--- src/rtl/hs_skid_buf.sv ---
// rtl/hs_skid_buf.sv - two-entry registered skid buffer for a valid/ready handshake
//
// Breaks the combinational ready path between downstream and upstream.
// Every output comes straight from a flop. A second "skid" entry catches
// the single beat that upstream can still push in the cycle that ready_in
// is falling.
//
// Ports:
//   clk        in   sole clock, rising edge
//   rstn       in   asynchronous active-low reset
//   valid_in   in   upstream beat valid
//   data_in    in   upstream payload [DATA_WD-1:0]
//   ready_in   out  upstream may transfer (registered)
//   valid_out  out  downstream beat valid (registered)
//   data_out   out  downstream payload, the main entry [DATA_WD-1:0]
//   ready_out  in   downstream accepts
//   count      out  occupancy 0..2 (registered)

module hs_skid_buf #(
    parameter int DATA_WD = 32
) (
    input  logic               clk,
    input  logic               rstn,
    input  logic               valid_in,
    input  logic [DATA_WD-1:0] data_in,
    output logic               ready_in,
    output logic               valid_out,
    output logic [DATA_WD-1:0] data_out,
    input  logic               ready_out,
    output logic [1:0]         count
);

    typedef enum logic [1:0] {
        S_EMPTY = 2'b00,
        S_BUSY  = 2'b01,
        S_FULL  = 2'b10
    } state_t;

    state_t             state_q, state_d;
    logic [DATA_WD-1:0] main_q, main_d;
    logic [DATA_WD-1:0] skid_q, skid_d;
    logic               valid_out_q, valid_out_d;
    logic               ready_in_q, ready_in_d;
    logic [1:0]         count_q, count_d;

    logic fire_in;

    // ready_in_q is zero in FULL, so fire_in can only occur in EMPTY or BUSY.
    assign fire_in = valid_in & ready_in_q;

    always_comb begin
        state_d = state_q;
        main_d  = main_q;
        skid_d  = skid_q;

        case (state_q)
            S_EMPTY: begin
                if (fire_in) begin
                    main_d  = data_in;
                    state_d = S_BUSY;
                end
            end
            S_BUSY: begin
                if (fire_in && ready_out) begin
                    main_d = data_in;
                end else if (fire_in) begin
                    // Downstream stalled while upstream still pushed. Park the
                    // beat in skid. main must stay stable under backpressure.
                    skid_d  = data_in;
                    state_d = S_FULL;
                end else if (ready_out) begin
                    state_d = S_EMPTY;
                end
            end
            S_FULL: begin
                if (ready_out) begin
                    main_d  = skid_q;
                    state_d = S_BUSY;
                end
            end
            default: begin
                // Unused encoding 2'b11 recovers to EMPTY.
                state_d = S_EMPTY;
            end
        endcase
    end

    // Outputs are decoded from the next state and registered. This keeps
    // them aligned with state_q and free of any combinational input path.
    always_comb begin
        valid_out_d = 1'b0;
        ready_in_d  = 1'b1;
        count_d     = 2'd0;
        case (state_d)
            S_BUSY: begin
                valid_out_d = 1'b1;
                ready_in_d  = 1'b1;
                count_d     = 2'd1;
            end
            S_FULL: begin
                valid_out_d = 1'b1;
                ready_in_d  = 1'b0;
                count_d     = 2'd2;
            end
            default: begin
                valid_out_d = 1'b0;
                ready_in_d  = 1'b1;
                count_d     = 2'd0;
            end
        endcase
    end

    always_ff @(posedge clk or negedge rstn) begin
        if (!rstn) begin
            state_q     <= S_EMPTY;
            main_q      <= '0;
            skid_q      <= '0;
            valid_out_q <= 1'b0;
            ready_in_q  <= 1'b1;
            count_q     <= 2'd0;
        end else begin
            state_q     <= state_d;
            main_q      <= main_d;
            skid_q      <= skid_d;
            valid_out_q <= valid_out_d;
            ready_in_q  <= ready_in_d;
            count_q     <= count_d;
        end
    end

    assign ready_in  = ready_in_q;
    assign valid_out = valid_out_q;
    assign data_out  = main_q;
    assign count     = count_q;

endmodule

--- config.mk ---
export PLATFORM = sky130hd
export DESIGN_NAME = hs_skid_buf
export DESIGN_NICKNAME = d
export VERILOG_FILES = /design/src/rtl/hs_skid_buf.sv
export SDC_FILE = /design/constraint.sdc
export NUM_CORES = 1
export LEC_CHECK = 0
export CORE_UTILIZATION = 39
export DETAILED_ROUTE_END_ITERATION = 8
export PLACE_DENSITY = 0.66
export SYNTH_ARGS = -nofsm -noshare
export SYNTH_HDL_FRONTEND = slang
export SYNTH_SLANG_ARGS = --single-unit
--- constraint.sdc ---
create_clock -name clk -period 1.7 [get_ports clk]
set_input_delay 0.34 -clock clk [delete_from_list [all_inputs] [get_ports clk]]
set_output_delay 0.34 -clock clk [all_outputs]
set_load 0.01 [all_outputs]
**Word-level counts from Yosys, hierarchy flattened**

Cells that the tools add are included.

- Word-level logic and storage cells: 34
- Bits in read-only memories: 0
- Latch bits: 0
- Memory bits (writable): 0
- Memories kept: 0
- Bits in registers: 70
- Output and inout bits: 36
- Input bits: 36

- Eq/ne operators: 7
- Add/subtract/negate cells: 0
- Mux-type cells: 13
- Reduce and logical (&&, ||, !) cells: 6
- Div/mod/pow operators: 0
- Bitwise gates (word level): 2
- Shift operators: 0
- Multiply operators: 0
- Magnitude comparators: 0

Operators by type and width:

| cell | count |
|---|---|
| $mux 32 | 3 |
| $pmux 32 s3 | 1 |
| $mux 2 | 5 |
| $ne 2x2->1 const B | 3 |
| $pmux 2 s3 | 1 |
| $eq 2x1->1 const B | 2 |
| $eq 2x2->1 const B | 2 |
| $pmux 2 s2 | 1 |
| $reduce_and 4->1 | 1 |
| $reduce_and 3->1 | 1 |
| $reduce_bool 3->1 | 1 |
| $logic_not 2->1 | 1 |
| $mux 1 | 2 |
| $reduce_or 2->1 | 1 |
| $and 1x1->1 | 1 |
| $logic_and 1x1->1 | 1 |
| $not 1->1 | 1 |

**Longest topological paths before layout**

Gate-level depths: netlist of run 1.

- Depth in word-level cells: 7
- Gate-level depth with buffers: 7
- Gate-level depth less buffers: 5

**Worst setup path before layout of run 1**

Ideal clock, no wire load.

- Path kind: flip-flop to flip-flop
- Start point: reg ready_in_q (netlist: ready_in)
- End point: reg skid_q[10]
- Required time: 1,575 ps
- Setup slack: 70 ps
- Buffers on the path: 1
- Clock period less this slack: 1,630 ps
- Arrival time: 1,505 ps
- Library setup time: 125 ps
- Stages on the path, launching flop included: 5
- Cell sequence: dfstp_2 nand3b_4 nor3b_4 buf_6 mux2_2

- Cells in the longest elaborated chain, start to end: 4

RTL lines:

| element | RTL line | RTL |
|---|---|---|
| start: declaration | 43 | `logic ready_in_q, ready_in_d;` |
| start signal: assignment | 126 | `ready_in_q <= ready_in_d;` |
| $and 1x1->1 (*) | 49 | `assign fire_in = valid_in & ready_in_q;` |
| $logic_and 1x1->1 | 64 | `if (fire_in && ready_out) begin` |
| $not 1->1 (no line) | n/a |  |
| $reduce_and 3->1 (no line) (*) | n/a |  |
| end signal: assignment | 124 | `skid_q <= skid_d;` |
| end: declaration | 41 | `logic [DATA_WD-1:0] skid_q, skid_d;` |

Mark *: on every way between the ends. The rest lies on a longest branch, timed or not.
A chain may end at the register's enable or synchronous reset.

**Worst setup path in the final report of run 1**

- Start point: reg ready_in_q (netlist: ready_in)
- End point: reg skid_q[11]

The elaborated chain is that of the path after synthesis.

==> results of run 1 <==
metal layers:
layer  track usage [%]  up-vias  part of all wire, %
met5                 0        -                    0
met4              7.48        0                  1.4
met3              4.94        7                  5.6
met2              25.2       54                   46
met1              23.0     1026                   47
li1                  -      938                    -
cell usage in the layout (no fill, tap or decap):
cell type | Yosys | routed
dfrtp_1 | 69 | 69
clkdlybuf4s50_1 | 0 | 69
o32a_1 | 32 | 32
o21a_1 | 32 | 32
mux2_2 | 32 | 32
buf_4 | 0 | 11
clkbuf_8 | 0 | 9
inv_6 | 0 | 4
buf_12 | 0 | 4
inv_1 | 3 | 3
ha_1 | 3 | 3
clkinvlp_4 | 0 | 2
nand4b_1 | 1 | 1
nand2b_1 | 1 | 1
a21o_1 | 1 | 1
nor2b_2 | 0 | 1
nand2_1 | 1 | 1
mux2i_1 | 1 | 1
nand3b_4 | 1 | 1
a21boi_0 | 1 | 1
o22ai_1 | 1 | 1
o22a_1 | 1 | 1
nand3b_1 | 1 | 1
o21ai_4 | 0 | 1
nor3b_4 | 1 | 1
bufinv_16 | 0 | 1
buf_2 | 7 | 1
dlygate4sd2_1 | 0 | 1
dfstp_2 | 1 | 1
final timing paths:
kind / from / endpoint / slack (ns) / cells after the start
setup / recovery: ready_in / skid_q[11] / 0.08 / 4
hold / removal: rstn / data_out[22] / 0.01 / 2
setup reg to reg: ready_in / skid_q[11] / 0.08 / 4
hold reg to reg: data_out[17] / data_out[17] / 0.49 / 1
max in group asynchronous: rstn / ready_in / 1.38 / 2
min in group clk: data_out[17] / data_out[17] / 0.49 / 1
flip-flops by register name, indices dropped and copies added, names as in the netlist:
register   flops
count          2
data_out      32
ready_in       1
skid_q        32
state_q        2
valid_out      1
layout make-up:
class                      count  area [um^2]  share of cell area, %
clock buffer                   9          124                   3.06
sequential                    70         1750                   43.3
inverter                       3         11.3                  0.278
multi-input combinational    112         1090                   26.9
clock inverter                 7         80.1                   1.98
timing repair buffer          86          867                   21.4
tap                           99          124                   3.06
power by group through the flow:
stage	Combinational [mW]	Sequential, mW	Clock, mW
after detailed placement	2.51	2.92	0
final	2.49	2.89	1.37
after CTS	2.52	2.89	1.42
after floorplan	1.12	3.04	0
after global routing	2.70	2.99	1.50
after global placement	2.47	2.90	0
per-stage QoR:
stage	instance area [um^2]	worst slack [ns]
after CTS	4040	0.0641
after detailed placement	3840	-0.275
after global routing	4050	0.0279
after global placement	3840	-0.254
after floorplan	2930	0.0704
final	4050	0.0823
cells by family (layout without fill, tap and decap cells):
group                    count (synthesis)  after routing
multiplexers                            33             33
AND/OR/NAND/NOR                          7              7
AO/OA/AOI/OAI                           69             69
buffers and inverters                   19            105
flip-flops                              70             70
adder cells (fa/ha/maj)                  3              3
==> impl_metrics.py, run 1 <==
metrics = {
    "sta": {
        "worst_pin_slew_ns": 0.387,
        "finalSetupTns_ns": 0,
        "finalCritPeriodShare_pct": 95.2,
        "fin_skew_ns": 0.00801,
        "setup_viol": 0,
        "slew-limit-headroom_pct": 74.2,
        "rsz0062_at_grt": "no",
        "min_period_ns": 1.62,
        "whs_ns": 0.0109,
        "final_max_slew_viol_count": 0,
        "fmax_mhz": 618,
        "hold_viol": 0,
    },
    "power_and_ir_drop": {
        "clockPowerShare_pct": 20.3,
        "switchingPower_mw": 2.01,
        "peakVddDrop_mv": 0.755,
        "leakagePower_nw": 1.60,
        "p_comb_share_pct": 36.9,
        "p_total_mw": 6.75,
        "p_seq_share_pct": 42.8,
        "internal_power_mw": 4.74,
        "p_sw_share_pct": 29.7,
        "power.density_nw_per_um2": 1670,
    },
    "logic_synthesis": {
        "synth_xor_area_share_pct": 0,
        "ys_seq_elements": 70,
        "synthTopCellsByArea": "dfrtp_1, mux2_2, o32a_1, o21a_1, ha_1",
        "muxShareOfSynthArea_pct": 12.6,
        "yosys_warnings": 0,
        "synth_compound_area_share_pct": 20.3,
        "ys_top_cells_by_count": "dfrtp_1, mux2_2, o21a_1, o32a_1, buf_2",
        "synth.most_common_cell": "dfrtp_1",
        "synth_top_family_by_area": "compound AO/OA/AOI/OAI gates",
        "synth-simple-area-share_pct": 2.43,
        "syn_area_per_cell_um2": 14.6,
        "postSynth.asyncResetShare_pct": 100,
        "synth_nets": 240,
        "ys_seq_area_share_pct": 59.8,
        "yosysTopAreaCell": "dfrtp_1",
        "yosys_most_used_dff": "dfrtp_1",
        "postSynthCellCount": 201,
        "synth.distinct_cells": 23,
        "yosysTopAreaCellShare_pct": 58.9,
        "synthAdderAreaFrac_pct": 1.28,
        "synth_edf_count": 0,
        "synthesis.area_um2": 2930,
    },
    "floorplanning": {
        "coreArea_um2": 7250,
        "die_w_um": 88.7,
        "die_area_um2": 7860,
        "initial_core_util_pct": 40.4,
        "rows": 31,
        "ios": 72,
        "die_h_um": 88.7,
    },
    "clocking": {
        "cts_tree": "yes",
        "cts_resized": 1,
        "root_buffer": "clkbuf_8",
        "cts_max_path_buffers": 2,
        "clkTransAtPathRegs_ns": 0.08,
        "clock_sinks": 70,
        "h-tree-depth": 3,
        "numCtsBuffers": 9,
        "cts_setup_buffers": 0,
        "cts_hold_buf": 0,
        "clk_latency_ns": 0.34,
    },
    "routing": {
        "routed_wl_um": 6050,
        "drt_iter0_drc": 67,
        "drc": 0,
        "drt-wirelength-per-cell_um": 15.7,
        "drt-vias-per-instance": 5.25,
        "dr.pass1.iters": 4,
        "vias": 2025,
        "postRouteAntennaNets": 0,
    },
    "final_layout": {
        "diodes": 0,
        "stdcell_count": 386,
        "area_delta_synth_final_pct": 38.1,
        "drive_gt1_share_pct": 24.0,
        "fin_nets": 321,
        "fillCellCount": 624,
        "final_util_pct": 55.8,
    },
    "global_route": {
        "antenna_found_initial": 0,
        "overflow": 0,
        "grt_util_all_layers_pct": 16.9,
        "first_global_vias": 2004,
        "grt_max_degree": 71,
        "grt_pass1_wl_um": 9850,
    },
    "place": {
        "dp_cells": 370,
        "dp_hpwl_um": 3900,
        "portBuffers": 71,
        "place.gp.congestion": 0.685,
    },
    "critical_path": {
        "critPathMaxStageDelay_ns": 0.58,
        "cp_slowest_cell": "dfstp_2",
        "worstSetupStartpointType": "flip-flop",
        "cp_data_arrival_time_ns": 1.84,
        "critPathRequiredTime_ns": 1.93,
        "criticalPathCategory": "flip-flop to flip-flop",
        "path_buf_inv": 1,
        "crit_path_end_kind": "flip-flop",
        "cpLargestDelayFamily": "flip-flops",
        "crit_chain": "nand3b_4, nor3b_4, buf_12, mux2_2",
        "cp_max_fo": 25,
    },
    "run_status": {
        "status": "completed",
    },
    "min_path": {
        "hold_path_class": "primary input to asynchronous set/reset pin",
    },
    "run": {
        "drv_cap": 0,
    },
}
(Power assumes the default switching activity.)
==> run 2, diff against run 1 <==
- CAP_MARGIN: unset -> 20
- clock period: 1.7 -> 1.6 ns (I/O delays scaled with it)
==> impl_metrics.py, run 2 (synthesis gave the netlist of run 1 again) <==
metrics = {
    "floorplanning": {
        "rows": 31,
        "die_w_um": 88.7,
        "coreArea_um2": 7250,
        "ios": 72,
        "die_h_um": 88.7,
        "die_area_um2": 7860,
        "initial_core_util_pct": 40.4,
    },
    "clocking": {
        "root_buffer": "clkbuf_8",
        "clock_sinks": 70,
        "cts_setup_buffers": 0,
        "cts_max_path_buffers": 2,
        "clk_latency_ns": 0.34,
        "cts_tree": "yes",
        "numCtsBuffers": 9,
        "h-tree-depth": 3,
        "cts_resized": 3,
        "clkTransAtPathRegs_ns": 0.07,
        "cts_hold_buf": 0,
    },
    "final_layout": {
        "postLayoutCellArea_um2": 4040,
        "final_util_pct": 55.8,
        "drive_gt1_share_pct": 24.0,
        "layout_common_cells": "dfrtp_1, clkdlybuf4s50_1, o32a_1, o21a_1, mux2_2",
        "layout_commonest_cell": "dfrtp_1",
        "stdcell_count": 387,
        "diodes": 0,
        "fin_nets": 323,
        "area_delta_synth_final_pct": 38.0,
    },
    "run_status": {
        "status": "finished, violations left",
        "violations": "hold timing",
    },
    "routing": {
        "drc": 0,
        "dr.pass1.iters": 4,
        "drt-vias-per-instance": 5.27,
        "postRouteAntennaNets": 0,
        "routed_wl_um": 6250,
        "vias": 2041,
        "drt-wirelength-per-cell_um": 16.2,
        "drt_iter0_drc": 111,
    },
    "sta": {
        "worst_pin_slew_ns": 0.386,
        "whs_ns": -0.0165,
        "hold_viol": 8,
        "final_max_slew_viol_count": 0,
        "setup_viol": 0,
        "fmax_mhz": 627,
        "finalCritPeriodShare_pct": 99.7,
        "slew-limit-headroom_pct": 74.3,
        "rsz0062_at_grt": "yes",
        "min_period_ns": 1.59,
        "fin_skew_ns": 0.00545,
        "fin_ws_ns": 0.00524,
    },
    "critical_path": {
        "cp_max_fo": 25,
        "cp_slowest_cell": "clkdlybuf4s50_1",
        "criticalPathCategory": "primary input to flip-flop",
        "critPathRequiredTime_ns": 1.82,
        "critPathMaxStageDelay_ns": 0.56,
        "worstSetupStartpointType": "primary input",
        "path_buf_inv": 2,
        "crit_chain": "clkdlybuf4s50_1, nand3b_4, nor3b_4, buf_12, mux2_2",
        "cp_data_arrival_time_ns": 1.82,
        "crit_path_end_kind": "flip-flop",
        "cpLargestDelayFamily": "buffers and inverters",
    },
    "place": {
        "place.gp.congestion": 0.733,
        "dp_cells": 372,
        "preCtsSetupSlack_ns": -0.349,
        "place_area_um2": 3840,
        "portBuffers": 71,
        "dp_hpwl_um": 4050,
    },
    "power_and_ir_drop": {
        "clockPowerShare_pct": 19.3,
        "p_comb_share_pct": 37.0,
        "leakagePower_nw": 1.68,
        "peakVddDrop_mv": 0.713,
        "switchingPower_mw": 2.05,
        "power.density_nw_per_um2": 1730,
        "p_seq_share_pct": 43.7,
        "internal_power_mw": 4.95,
        "p_sw_share_pct": 29.3,
    },
    "global_route": {
        "antenna_found_initial": 0,
        "grt_pass1_wl_um": 10200,
        "grt_max_degree": 71,
        "overflow": 0,
        "grt_util_all_layers_pct": 17.6,
        "first_global_vias": 2050,
    },
    "run": {
        "drv_cap": 0,
    },
    "min_path": {
        "hold_path_class": "primary input to asynchronous set/reset pin",
    },
}
-- run 2: changes by cell type in the layout (fill, tap and decap cells not counted), sizes merged --
cell / change
clkdlybuf4s50: -13
dlymetal6s2s: +12
inv: -4
clkbuf: +3
clkinv: +3
buf: +2
clkinvlp: -2
-- run 2: layer usage --
metal	vias up	routed length [um]	global-route usage, %
met5	-	0	0
met4	0	113	9.24
met3	9	285	3.45
met2	50	2910	26.9
met1	1043	2940	23.9
li1	939	-	-
-- run 2: final timing paths --
| path | start | to | slack [ns] | cells past startpoint |
|---|---|---|---|---|
| min in group clk | data_out[17] | data_out[17] | 0.49 | 1 |
| max in group asynchronous | rstn | ready_in | 1.26 | 2 |
| min | rstn | count[1] | -0.02 | 2 |
| min reg2reg | data_out[17] | data_out[17] | 0.49 | 1 |
| max | valid_in | skid_q[7] | 0.005 | 5 |
| max reg2reg | ready_in | skid_q[7] | 0.005 | 4 |
-- run 2: final cells by class --
class,instances,area [um^2]
Multi-Input combinational cell,112,1080
Inverter,3,11.3
Fill cell,634,3210
Tap cell,99,124
Clock buffer,11,131
Timing Repair Buffer,88,895
Sequential cell,70,1750
Clock inverter,4,48.8
-- run 2: through the flow --
step                total power, mW  TNS, ns
finish                         7.01        0
floorplan                      4.42   -0.888
global route                   7.45   -0.794
CTS                            7.15        0
global placement               5.70   -19.38
detailed placement             5.78   -19.61
-- run 2: power groups by stage --
stage	clock network, mW	logic, mW	registers, mW
floorplan	0	1.19	3.23
global placement	0	2.62	3.08
detailed placement	0	2.68	3.10
CTS	1.41	2.67	3.08
global route	1.47	2.81	3.17
finish	1.35	2.59	3.06
